**config.mk**
```make
export PLATFORM = sky130hd
export DESIGN_NAME = multicycle_control
export DESIGN_NICKNAME = d
export VERILOG_FILES = /design/src/rtl/multicycle_control_pkg.sv /design/src/rtl/multicycle_control_alu.sv /design/src/rtl/multicycle_control.sv
export SDC_FILE = /design/constraint.sdc
export NUM_CORES = 1
export LEC_CHECK = 0
export ABC_AREA = 1
export CAP_MARGIN = 0
export CORE_MARGIN = 2
export CORE_UTILIZATION = 60
export DETAILED_ROUTE_END_ITERATION = 16
export DONT_BUFFER_PORTS = 1
export PLACE_DENSITY = 0.78
export SLEW_MARGIN = 5
export SYNTH_ARGS = -nofsm -noshare
export SYNTH_HDL_FRONTEND = slang
export SYNTH_SLANG_ARGS = --single-unit
```
**constraint.sdc**
```tcl
create_clock -name clk -period 1.3 [get_ports clk]
set_input_delay 0.195 -clock clk [delete_from_list [all_inputs] [get_ports clk]]
set_output_delay 0.195 -clock clk [all_outputs]
set_load 0.01 [all_outputs]
```
**src/rtl/multicycle_control_pkg.sv**
```systemverilog
// ---------------------------------------------------------------------------
// multicycle_control_pkg
//
// Shared definitions for the multi-cycle MIPS control unit and its helpers:
//   - opcode (IR[31:26]) and R-type funct (IR[5:0]) codes
//   - ALU operation codes driven on ALUop
//   - immediate extension selects (Ext) and next-PC selects (PCSrc)
//   - controller state encodings (state_t)
//
// Optional feature macro: ILLEGAL_OP_TRAP_EN adds the S_TRAP state encoding.
// ---------------------------------------------------------------------------
package multicycle_control_pkg;

    // Opcodes
    localparam logic [5:0] R_OP    = 6'h00;
    localparam logic [5:0] J_OP    = 6'h02;
    localparam logic [5:0] JAL_OP  = 6'h03;
    localparam logic [5:0] BEQ_OP  = 6'h04;
    localparam logic [5:0] ADDI_OP = 6'h08;
    localparam logic [5:0] LW_OP   = 6'h23;
    localparam logic [5:0] SW_OP   = 6'h2B;

    // R-type funct codes
    localparam logic [5:0] F_SLL  = 6'h00;
    localparam logic [5:0] F_SRL  = 6'h02;
    localparam logic [5:0] F_SRA  = 6'h03;
    localparam logic [5:0] F_SLLV = 6'h04;
    localparam logic [5:0] F_SRLV = 6'h06;
    localparam logic [5:0] F_SRAV = 6'h07;
    localparam logic [5:0] F_ADD  = 6'h20;
    localparam logic [5:0] F_ADDU = 6'h21;
    localparam logic [5:0] F_SUB  = 6'h22;
    localparam logic [5:0] F_SUBU = 6'h23;
    localparam logic [5:0] F_AND  = 6'h24;
    localparam logic [5:0] F_OR   = 6'h25;
    localparam logic [5:0] F_XOR  = 6'h26;
    localparam logic [5:0] F_NOR  = 6'h27;
    localparam logic [5:0] F_SLT  = 6'h2A;
    localparam logic [5:0] F_SLTU = 6'h2B;

    // ALU operation codes; ALU_NOP is reserved for "no operation / unknown"
    // and is never produced by a recognised funct.
    localparam int         ALU_CODE_W = 5;
    localparam logic [4:0] ALU_NOP  = 5'd0;
    localparam logic [4:0] ALU_ADD  = 5'd1;
    localparam logic [4:0] ALU_ADDU = 5'd2;
    localparam logic [4:0] ALU_SUB  = 5'd3;
    localparam logic [4:0] ALU_SUBU = 5'd4;
    localparam logic [4:0] ALU_AND  = 5'd5;
    localparam logic [4:0] ALU_OR   = 5'd6;
    localparam logic [4:0] ALU_XOR  = 5'd7;
    localparam logic [4:0] ALU_NOR  = 5'd8;
    localparam logic [4:0] ALU_SLT  = 5'd9;
    localparam logic [4:0] ALU_SLTU = 5'd10;
    localparam logic [4:0] ALU_SLL  = 5'd11;
    localparam logic [4:0] ALU_SRL  = 5'd12;
    localparam logic [4:0] ALU_SRA  = 5'd13;

    // Immediate extension selects
    localparam logic [1:0] EXT_ZERO   = 2'd0;
    localparam logic [1:0] EXT_SIGNED = 2'd1;

    // Next-PC selects
    localparam logic [1:0] NPC_PLUS4  = 2'd0;
    localparam logic [1:0] NPC_BRANCH = 2'd1;
    localparam logic [1:0] NPC_JUMP   = 2'd2;
    localparam logic [1:0] NPC_JAL    = 2'd3;

    // Controller states
    typedef enum logic [3:0] {
        S_FETCH    = 4'd0,
        S_DECODE   = 4'd1,
        S_EXEC_R   = 4'd2,
        S_WB_R     = 4'd3,
        S_EXEC_I   = 4'd4,
        S_WB_I     = 4'd5,
        S_MEM_ADDR = 4'd6,
        S_MEM_RD   = 4'd7,
        S_MEM_WR   = 4'd8,
        S_WB_MEM   = 4'd9,
        S_BRANCH   = 4'd10,
        S_JUMP     = 4'd11,
`ifdef ILLEGAL_OP_TRAP_EN
        S_JAL      = 4'd12,
        S_TRAP     = 4'd13
`else
        S_JAL      = 4'd12
`endif
    } state_t;

endpackage

```
**src/rtl/multicycle_control_alu.sv**
```systemverilog
// ---------------------------------------------------------------------------
// alu_decoder
//
// Combinational R-type funct -> ALU operation lookup. Kept separate so a
// later pipelined control unit can reuse it unchanged.
//
// Ports:
//   funct  in   6        IR[5:0]
//   alu_op out  ALUOP_W  ALU operation code (ALU_NOP for unknown funct)
// ---------------------------------------------------------------------------
module alu_decoder
    import multicycle_control_pkg::*;
#(
    parameter int ALUOP_W = 5
) (
    input  logic [5:0]         funct,
    output logic [ALUOP_W-1:0] alu_op
);

    logic [ALU_CODE_W-1:0] code;

    // Variable shifts share the ALU shifter with the constant-shift forms;
    // the datapath picks the shift amount source, not the ALU.
    always_comb begin
        code = ALU_NOP;
        case (funct)
            F_SLL, F_SLLV: code = ALU_SLL;
            F_SRL, F_SRLV: code = ALU_SRL;
            F_SRA, F_SRAV: code = ALU_SRA;
            F_ADD:         code = ALU_ADD;
            F_ADDU:        code = ALU_ADDU;
            F_SUB:         code = ALU_SUB;
            F_SUBU:        code = ALU_SUBU;
            F_AND:         code = ALU_AND;
            F_OR:          code = ALU_OR;
            F_XOR:         code = ALU_XOR;
            F_NOR:         code = ALU_NOR;
            F_SLT:         code = ALU_SLT;
            F_SLTU:        code = ALU_SLTU;
            default:       code = ALU_NOP;
        endcase
    end

    assign alu_op = ALUOP_W'(code);

endmodule

```
**src/rtl/multicycle_control.sv**
```systemverilog
// ---------------------------------------------------------------------------
// multicycle_control
//
// Multi-cycle MIPS control FSM. Steps each instruction through
// FETCH / DECODE / EXECUTE / MEMORY / WRITEBACK and drives the datapath
// strobes from the registered state. Memory accesses wait on mem_ready.
//
// Ports:
//   clk, rst_n              clock (rising edge), async active-low reset
//   op, funct               IR[31:26], IR[5:0]
//   mem_ready               shared memory finishes the access this cycle
//   PCWrite, PCWriteCond    PC load (unconditional / on ALU zero)
//   IorD                    memory address select: 0 PC, 1 ALUOut
//   MemRead, MemWrite       memory requests
//   IRWrite                 IR load
//   RegDst, MemtoReg        register write address / data selects
//   RegWrite                register file write enable
//   ALUSrcA, ALUSrcB        ALU operand selects
//   ALUop                   ALU operation code
//   Ext                     immediate extension select
//   PCSrc                   next-PC select
//   illegal_op              (ILLEGAL_OP_TRAP_EN only) trap indicator
//   state_o                 current state, for debug
//
// Optional feature macro: ILLEGAL_OP_TRAP_EN. When defined, unlisted opcodes
// and unknown R-type functs park the FSM in S_TRAP until reset; otherwise
// they behave as NOPs.
// ---------------------------------------------------------------------------
module multicycle_control
    import multicycle_control_pkg::*;
#(
    parameter int ALUOP_W = 5,
    parameter int STATE_W = 4
) (
    input  logic               clk,
    input  logic               rst_n,
    input  logic [5:0]         op,
    input  logic [5:0]         funct,
    input  logic               mem_ready,
    output logic               PCWrite,
    output logic               PCWriteCond,
    output logic               IorD,
    output logic               MemRead,
    output logic               MemWrite,
    output logic               IRWrite,
    output logic [1:0]         RegDst,
    output logic [1:0]         MemtoReg,
    output logic               RegWrite,
    output logic               ALUSrcA,
    output logic [1:0]         ALUSrcB,
    output logic [ALUOP_W-1:0] ALUop,
    output logic [1:0]         Ext,
    output logic [1:0]         PCSrc,
`ifdef ILLEGAL_OP_TRAP_EN
    output logic               illegal_op,
`endif
    output logic [STATE_W-1:0] state_o
);

    state_t             state;
    state_t             next_state;
    logic [ALUOP_W-1:0] funct_alu_op;

    alu_decoder #(
        .ALUOP_W (ALUOP_W)
    ) u_alu_decoder (
        .funct  (funct),
        .alu_op (funct_alu_op)
    );

    // State register; reset drops any in-flight instruction back to FETCH.
    always_ff @(posedge clk or negedge rst_n) begin
        if (!rst_n) begin
            state <= S_FETCH;
        end else begin
            state <= next_state;
        end
    end

    assign state_o = STATE_W'(state);

    // Next state and strobes. Strobes are also gated by rst_n so that a
    // pending memory request is withdrawn the moment reset is asserted,
    // not at the next clock edge.
    always_comb begin
        next_state  = S_FETCH;
        PCWrite     = 1'b0;
        PCWriteCond = 1'b0;
        IorD        = 1'b0;
        MemRead     = 1'b0;
        MemWrite    = 1'b0;
        IRWrite     = 1'b0;
        RegDst      = 2'd0;
        MemtoReg    = 2'd0;
        RegWrite    = 1'b0;
        ALUSrcA     = 1'b0;
        ALUSrcB     = 2'd0;
        ALUop       = ALUOP_W'(ALU_NOP);
        Ext         = EXT_ZERO;
        PCSrc       = NPC_PLUS4;
`ifdef ILLEGAL_OP_TRAP_EN
        illegal_op  = 1'b0;
`endif
        if (rst_n) begin
            case (state)
                S_FETCH: begin
                    MemRead    = 1'b1;
                    ALUSrcB    = 2'd1;
                    ALUop      = ALUOP_W'(ALU_ADD);
                    PCWrite    = mem_ready;
                    IRWrite    = mem_ready;
                    next_state = mem_ready ? S_DECODE : S_FETCH;
                end
                S_DECODE: begin
                    // ALU precomputes PC+4 + (imm << 2) for a possible branch
                    ALUSrcB = 2'd3;
                    Ext     = EXT_SIGNED;
                    ALUop   = ALUOP_W'(ALU_ADD);
                    case (op)
                        R_OP: begin
                            next_state = S_EXEC_R;
`ifdef ILLEGAL_OP_TRAP_EN
                            if (funct_alu_op == ALUOP_W'(ALU_NOP)) begin
                                next_state = S_TRAP;
                            end
`endif
                        end
                        ADDI_OP:      next_state = S_EXEC_I;
                        LW_OP, SW_OP: next_state = S_MEM_ADDR;
                        BEQ_OP:       next_state = S_BRANCH;
                        J_OP:         next_state = S_JUMP;
                        JAL_OP:       next_state = S_JAL;
`ifdef ILLEGAL_OP_TRAP_EN
                        default:      next_state = S_TRAP;
`else
                        default:      next_state = S_FETCH;
`endif
                    endcase
                end
                S_EXEC_R: begin
                    ALUSrcA    = 1'b1;
                    ALUop      = funct_alu_op;
                    next_state = S_WB_R;
                end
                S_WB_R: begin
                    RegDst     = 2'd1;
                    RegWrite   = 1'b1;
                    next_state = S_FETCH;
                end
                S_EXEC_I: begin
                    ALUSrcA    = 1'b1;
                    ALUSrcB    = 2'd2;
                    Ext        = EXT_SIGNED;
                    ALUop      = ALUOP_W'(ALU_ADD);
                    next_state = S_WB_I;
                end
                S_WB_I: begin
                    RegWrite   = 1'b1;
                    next_state = S_FETCH;
                end
                S_MEM_ADDR: begin
                    ALUSrcA    = 1'b1;
                    ALUSrcB    = 2'd2;
                    Ext        = EXT_SIGNED;
                    ALUop      = ALUOP_W'(ALU_ADD);
                    next_state = (op == LW_OP) ? S_MEM_RD : S_MEM_WR;
                end
                S_MEM_RD: begin
                    MemRead    = 1'b1;
                    IorD       = 1'b1;
                    next_state = mem_ready ? S_WB_MEM : S_MEM_RD;
                end
                S_MEM_WR: begin
                    MemWrite   = 1'b1;
                    IorD       = 1'b1;
                    next_state = mem_ready ? S_FETCH : S_MEM_WR;
                end
                S_WB_MEM: begin
                    MemtoReg   = 2'd1;
                    RegWrite   = 1'b1;
                    next_state = S_FETCH;
                end
                S_BRANCH: begin
                    ALUSrcA     = 1'b1;
                    ALUop       = ALUOP_W'(ALU_SUB);
                    PCWriteCond = 1'b1;
                    PCSrc       = NPC_BRANCH;
                    next_state  = S_FETCH;
                end
                S_JUMP: begin
                    PCWrite    = 1'b1;
                    PCSrc      = NPC_JUMP;
                    next_state = S_FETCH;
                end
                S_JAL: begin
                    // PC already holds PC+4 here, which is the link value
                    PCWrite    = 1'b1;
                    PCSrc      = NPC_JAL;
                    RegWrite   = 1'b1;
                    RegDst     = 2'd2;
                    MemtoReg   = 2'd2;
                    next_state = S_FETCH;
                end
`ifdef ILLEGAL_OP_TRAP_EN
                S_TRAP: begin
                    illegal_op = 1'b1;
                    next_state = S_TRAP;
                end
`endif
                default: next_state = S_FETCH;
            endcase
        end
    end

endmodule

```
==> results of run 1 <==
[metrics by stage]
step	area, µm²	TNS (ns)
2_1_floorplan	825	0
3_3_place_gp	961	-0.164
3_5_place_dp	961	-0.194
4_1_cts	1140	-4.50
[cells in the mapped netlist (3+ instances only)]
| cell | number | area [µm²] |
|---|---|---|
| a21oi_1 | 12 | 60.1 |
| dfrtp_1 | 4 | 100 |
| nand3_1 | 17 | 85.1 |
| inv_1 | 21 | 78.8 |
| nor2_1 | 23 | 86.3 |
| o21ai_0 | 3 | 15.0 |
| nand2_1 | 28 | 105 |
| buf_4 | 3 | 22.5 |
| ha_1 | 5 | 62.6 |
| nor2_4 | 4 | 45.0 |
[what timing repair did]
item                                    4_1_cts
pin swaps                                     9
hold buffers                                  1
endpoints found under the setup margin       22
resized for setup                            26
hold endpoints to repair                      4
setup buffers                                 6
[cell families after synthesis]
logic type	Yosys count	share of synthesized area, %
adders and majority gates	5	7.89
other	1	0.473
and+or+nand+nor	80	47.2
AOI/OAI and AO/OA	24	17.2
DFF	4	12.6
buffers and inverters	28	14.7
==> results_dict.tcl, run 1 <==
set metrics [dict create \
    status "stopped before the end" \
    haltStage "5_1_grt" \
    run.stop_error "[ERROR DPL-0038] Utilization greater than 100%, impossible to legalize" \
    root_buffer "clkbuf_4" \
    place.gp.congestion 0.877 \
    htreeDepth 1 \
    die_y_um 40.4 \
    synth_cells 142 \
    seq_area_frac_synth_pct 12.6 \
    synth.cell_area_um2 793 \
    pre_cts_ws_ns -0.0359 \
    async_flop_share_pct 100 \
    portBuffers 0 \
    place_hpwl_mm 1.81 \
    yosys_warnings 0 \
    synth_ff_type "dfrtp_1" \
    dp_cells 171 \
    clock-sinks 4 \
    rows 13 \
    initial_core_util_pct 62.5 \
    synth_cell_types 26 \
    avgSynthCellArea_um2 5.59 \
    cts_buffer_depth 2 \
    postGrtWorstEndpoint "ALUop[0]" \
    fp.dieW_um 40.4 \
    grt_max_degree 11 \
    ys_ff_latch 4 \
    synth_edf_count 0 \
    numCtsBuffers 3 \
    worst-ep-kind "top-level output" \
    boundaryPins 42 \
]
==> run 2, diff against run 1 <==
--- a/config.mk
+++ b/config.mk
@@ -7,11 +7,11 @@
 export LEC_CHECK = 0
 export ABC_AREA = 1
 export CAP_MARGIN = 0
-export CORE_MARGIN = 2
-export CORE_UTILIZATION = 60
+export CORE_AREA = 2 2 63 65
 export DETAILED_ROUTE_END_ITERATION = 16
+export DIE_AREA = 0 0 65 67
 export DONT_BUFFER_PORTS = 1
-export PLACE_DENSITY = 0.78
+export PLACE_DENSITY_LB_ADDON = 0.15
 export SLEW_MARGIN = 5
 export SYNTH_ARGS = -nofsm -noshare
 export SYNTH_HDL_FRONTEND = slang
==> run 2 against run 1 <==
  * The flow now finishes, with violations (setup timing)
  * Synthesized cell count unchanged
  * Synthesized area unchanged
==> results_dict.tcl, run 2 <==
set metrics [dict create \
    synth_cell_types 26 \
    hp-class "primary input to flop" \
    status "finished, violations left" \
    p_leak_uw 0.000669 \
    clock-sinks 4 \
    via_per_inst 4.37 \
    synth_area_leaders "nand2_1 (13%), dfrtp_1 (13%), nor2_1 (11%), nand3_1 (11%), inv_1 (9.9%)" \
    setup_viol 24 \
    dr.pass1.iters 2 \
    regToRegEndpoint "state_o[0]" \
    grt-ovfl-total 0 \
    holdPathStages 2 \
    place_area_mm2 0.00105 \
    multi_input_area_um2 847 \
    switching_share_pct 32.6 \
    cap_violations 0 \
    cts_tree "yes" \
    crit_family "flip-flops" \
    initial_core_util_pct 22.0 \
    worst_ir_drop_vdd_mv 0.296 \
    htreeDepth 1 \
    area_growth_syn_to_layout_pct 86.1 \
    critical_path_arrival_ns 1.39 \
    synth_edf_count 0 \
    cp_max_fo 4 \
    worst_ep_required_time_ns 1.11 \
    pre_cts_ws_ns -0.122 \
    final_layout_size_suffix_gt1_share_pct 56.0 \
    switchingPower_uw 211 \
    clock_latency_ns 0.22 \
    reg2reg_slack_ns -0.15 \
    hold_violations 0 \
    grt_pass1_vias 973 \
    drc_errors 0 \
    synth_ff_type "dfrtp_1" \
    numCtsBuffers 3 \
    place_hpwl_mm 2.12 \
    yosys_warnings 0 \
    path_class "flop to output pin" \
    wl_per_cell_um 11.9 \
    start_kind "flop" \
    first_iter_violations 29 \
    largest_reg_flops 4 \
    grtUsageTotal_pct 12.9 \
    clock_skew_ns 0.000832 \
    die_y_um 67 \
    cpMaxStageDelayCell "dfrtp_2" \
    cts_buffer_depth 2 \
    clkPwrFrac_pct 42.5 \
    fillers 387 \
    grt_pass1_wl_mm 4.31 \
    finalCriticalPeriod_ns 1.58 \
    rows 22 \
    holdCritStartpoint "rst_n" \
    antenna_found_initial 0 \
    fmax_ghz 0.631 \
    die_area_mm2 0.00436 \
    rsz0062_at_grt "yes" \
    rr_worst_depth 8 \
    use_met2_pct 22.8 \
    cts.clk_slew.worst_paths_ns 0.03 \
    root_buffer "clkbuf_8" \
    worst_slack_ns -0.284 \
    routed_wl_mm 2.73 \
    fp.dieW_um 65 \
    avgSynthCellArea_um2 5.59 \
    seq_area_um2 105 \
    grt-busiest-layer "met2" \
    grt_max_degree 18 \
    period_share_pct 122 \
    cpPeakStageDelay_ns 0.45 \
    pwr-share-seq_pct 21.2 \
    synth.largest_area_cell "nand2_1" \
    dp_cells 212 \
    use_met1_pct 15.3 \
    slew_viol_final 0 \
    drt.antenna.violating_nets 0 \
    synth_common_cells "nand2_1 (28), nor2_1 (23), inv_1 (21)" \
    use_met3_pct 3.72 \
    synth.cell_area_um2 793 \
    core_mm2 0.00361 \
    layout_commonest_cell "buf_4" \
    yosys.area.top_type_share_pct 13.2 \
    async_flop_share_pct 100 \
    ys_ff_latch 4 \
    boundaryPins 42 \
    synth_cells 142 \
    internal_power_uw 438 \
    diodes 0 \
    final_cell_mix "buf_4 (33), nand2_1 (17), inv_1 (15), nand3_1 (15), nor2_4 (14)" \
    min_to "state_o[3]" \
    vias 1004 \
    place.gp.congestion 0.772 \
    synth.most_common_cell "nand2_1" \
    r2r_start "state_o[3]" \
    crit_path_end_kind "output pin" \
    failed_checks "setup timing" \
    seq_area_frac_synth_pct 12.6 \
    portBuffers 0 \
    stdcell_count 230 \
    comb_power_share_pct 36.3 \
    nNetsFinal 203 \
    powerDensity_mw_per_mm2 440 \
    stdcell_area_mm2 0.00148 \
    path_cells "nor2_4, inv_2, o21ai_4, nor2_2, a21oi_2" \
    crit_buf_inv 1 \
]
run 2: cells by family (layout without fill, tap and decap cells):
| group | count (synthesis) | in the layout | share of synthesized area, % |
|---|---|---|---|
| AOI/OAI and AO/OA | 24 | 24 | 17.2 |
| adders and majority gates | 5 | 5 | 7.89 |
| buffers and inverters | 28 | 67 | 14.7 |
| DFF | 4 | 4 | 12.6 |
| other | 1 | 2 | 0.473 |
| and+or+nand+nor | 80 | 80 | 47.2 |
run 2: area by class of cell:
type / instances / share of cell area (%)
clock buffer: 4 / 3.05
tap: 48 / 4.07
inverter: 23 / 6.36
timing repair buffer: 40 / 22.0
multi-input combinational: 111 / 57.4
sequential: 4 / 7.12
run 2: worst max-delay path by stage:
stage,start,endpoint,slack [ns],cells after the start
2_1_floorplan,state_o[2],ALUop[0],0.008,6
3_3_place_gp,state_o[2],ALUop[0],-0.12,7
3_5_place_dp,state_o[2],ALUop[0],-0.12,7
4_1_cts,state_o[3],ALUop[0],-0.28,5
5_1_grt,state_o[0],RegWrite,-0.38,5
6_report,state_o[3],ALUop[0],-0.28,5
run 2: repair_timing:
action                     4_1_cts  5_1_grt
hold buffers                     1        0
gates cloned                     0        0
setup buffers                    8        5
gates resized for setup         47       25
setup endpoints to repair       24       25
pin swaps                       14       17
hold endpoints to repair         4        0
run 2: per-stage QoR:
step	hold slack (ns)	utilization [%]	TNS, ns	total power (µW)
finish	0.0843	40.9	-4.10	649
global route	0.104	40.9	-5.62	690
CTS	0.0792	36.9	-3.45	633
detailed placement	-0.100	29.1	-0.910	305
global placement	-0.100	29.1	-1.01	304
floorplan	-0.101	-	0	254
run 2: per-layer routing:
metal	vias up	part of all wire [%]
li1	531	-
met1	438	43
met2	31	49
met3	4	7.1
met4	0	1.2
met5	-	0
run 2: power groups by stage:
stage | clock network (µW) | registers [µW] | logic [µW]
after floorplan | 0 | 138 | 116
after global placement | 0 | 136 | 168
after detailed placement | 0 | 137 | 168
after CTS | 285 | 137 | 211
after global routing | 294 | 139 | 257
final | 276 | 138 | 236
Power figures use the tool's default switching activity.
==> run 3, diff against run 2 <==
==> constraint.sdc (replaced) <==
create_clock -name clk -period 1.3 [get_ports clk]
set_input_delay 0.13 -clock clk [delete_from_list [all_inputs] [get_ports clk]]
set_output_delay 0.13 -clock clk [all_outputs]
set_load 0.01 [all_outputs]
==> run 3 against run 2 <==
  * The flow still finishes with violations (setup timing)
  * Cell count decreased by 3.5%
  * Combinational power down 12%
  * Clock power is 7.2% lower
  * Clock-buffer cell count is 1 lower
  * Clock skew increased by 0.0019 ns
  * Die area unchanged
  * Non-clock buffer count down 7
  * Sequential share of layout area rose by 0.88 points
  * Maximum frequency is 7.5% higher
  * Global-route usage is 0.23 points lower
  * Largest cell class unchanged
==> results_dict.tcl, run 3 (same netlist as run 2, synthesis figures left out) <==
set metrics [dict create \
    cap_violations 0 \
    nNetsFinal 196 \
    portBuffers 0 \
    crit_path_start "state_o[1]" \
    hold_violations 0 \
    use_met2_pct 22.9 \
    clock-sinks 4 \
    finalCriticalPeriod_ns 1.47 \
    status "finished, violations left" \
    fmax_ghz 0.679 \
    cp-endpoint "MemRead" \
    switching_share_pct 31.7 \
    p_leak_uw 0.000626 \
    antenna_found_initial 0 \
    grt-ovfl-total 0 \
    worst_hold_slack_ns 0.0420 \
    die_y_um 67 \
    use_met1_pct 14.3 \
    slew_viol_final 0 \
    grtUsageTotal_pct 12.6 \
    largest_reg_flops 4 \
    numCtsBuffers 3 \
    fillers 392 \
    worst_ep_required_time_ns 1.17 \
    root_buffer "clkbuf_8" \
    holdCritStartpoint "rst_n" \
    relSlewSlack_pct 21.4 \
    regToRegEndpoint "state_o[0]" \
    setup_viol 22 \
    fp.dieW_um 65 \
    diodes 0 \
    cp_max_fo 4 \
    first_iter_violations 50 \
    routed_wl_mm 2.61 \
    crit_path_end_kind "output pin" \
    switchingPower_uw 191 \
    grt_pass1_wl_mm 4.25 \
    failed_checks "setup timing" \
    worst_ir_drop_vdd_mv 0.517 \
    final_cell_mix "buf_4 (25), nand2_1 (20), inv_1 (16), nand3_1 (16), nor2_1 (12)" \
    period_share_pct 113 \
    htreeDepth 1 \
    clock_skew_ns 0.00275 \
    place.gp.congestion 0.880 \
    hp-class "primary input to flop" \
    core_mm2 0.00361 \
    initial_core_util_pct 22.0 \
    grt-busiest-layer "met2" \
    reg2reg_slack_ns -0.10 \
    final_layout_size_suffix_gt1_share_pct 48.9 \
    area_growth_syn_to_layout_pct 63.7 \
    internal_power_uw 410 \
    place_hpwl_mm 2.04 \
    cts_tree "yes" \
    cts_buffer_depth 2 \
    dr.pass1.iters 6 \
    use_met3_pct 2.03 \
    grt_pass1_vias 994 \
    die_area_mm2 0.00436 \
    rr_worst_depth 8 \
    cts.clk_slew.worst_paths_ns 0.03 \
    tightestPinTransition_ns 1.18 \
    start_kind "flop" \
    rsz0062_at_grt "yes" \
    vias 1036 \
    pwr-share-seq_pct 22.9 \
    clock_latency_ns 0.21 \
    path_class "flop to output pin" \
    r2r_start "state_o[3]" \
    boundaryPins 42 \
    tns_ns -2.54 \
    via_per_inst 4.67 \
    drc_errors 0 \
    drt.antenna.violating_nets 0 \
    clkPwrFrac_pct 42.6 \
    powerDensity_mw_per_mm2 463 \
    comb_power_share_pct 34.5 \
    rows 22 \
    layout_commonest_cell "buf_4" \
    critical_path_arrival_ns 1.34 \
    worst_slack_ns -0.174 \
    grt_max_degree 23 \
    wl_per_cell_um 11.7 \
]
[run 3: metrics by stage]
stage / worst slack (ns) / total power, µW / utilization (%) / cells / instance area [µm²]
finish: -0.174 / 601 / 36.0 / 222 / 1300
global placement: -0.0524 / 297 / 28.6 / 212 / 1030
detailed placement: -0.0437 / 295 / 28.6 / 212 / 1030
CTS: -0.182 / 595 / 34.4 / 221 / 1240
floorplan: 0.000584 / 250 / - / 143 / 807
global route: -0.266 / 656 / 36.0 / 222 / 1300
[run 3: worst min-delay path by stage]
| stage | to | slack [ns] | cells past startpoint |
|---|---|---|---|
| after floorplan | state_o[0] | -0.17 | 0 |
| after global placement | state_o[0] | -0.17 | 0 |
| after detailed placement | state_o[1] | -0.17 | 0 |
| after CTS | state_o[3] | 0.03 | 2 |
| after global routing | state_o[3] | 0.04 | 2 |
| final | state_o[3] | 0.04 | 2 |
[run 3: routing by layer]
metal / part of all wire [%] / up-vias / routed length (µm)
li1: - / 519 / -
met1: 42 / 480 / 1090
met2: 51 / 33 / 1320
met3: 6.6 / 4 / 171
met4: 1.2 / 0 / 31
met5: 0 / - / 0
[run 3: critical path, stage by stage, from the launching register on]
cell,delay (ns)
dfrtp_2,0.45
nor2_4,0.16
buf_4,0.13
nand2_1,0.07
a21oi_2,0.16
buf_4,0.16
[run 3: area by class of cell]
type                            instances  area (µm²)  share of cell area [%]
Inverter                               23        88.8                    6.84
Multi-Input combinational cell        111         728                    56.1
Sequential cell                         4         104                    8.00
Clock buffer                            3        41.3                    3.18
Tap cell                               48        60.1                    4.62
Timing Repair Buffer                   33         277                    21.3
[run 3: power by group through the flow]
stage / sequential (µW) / combinational, µW / clock [µW]
after floorplan: 137 / 113 / 0
after global placement: 137 / 160 / 0
after detailed placement: 137 / 159 / 0
after CTS: 137 / 192 / 266
after global routing: 139 / 230 / 288
final: 138 / 207 / 256
[run 3: what timing repair did]
action / CTS / global route
hold buffers: 1 / 0
pin swaps: 11 / 11
hold endpoints to repair: 4 / 0
setup buffers: 5 / 1
gates cloned: 0 / 0
gates resized for setup: 39 / 15
endpoints found under the setup margin: 23 / 25
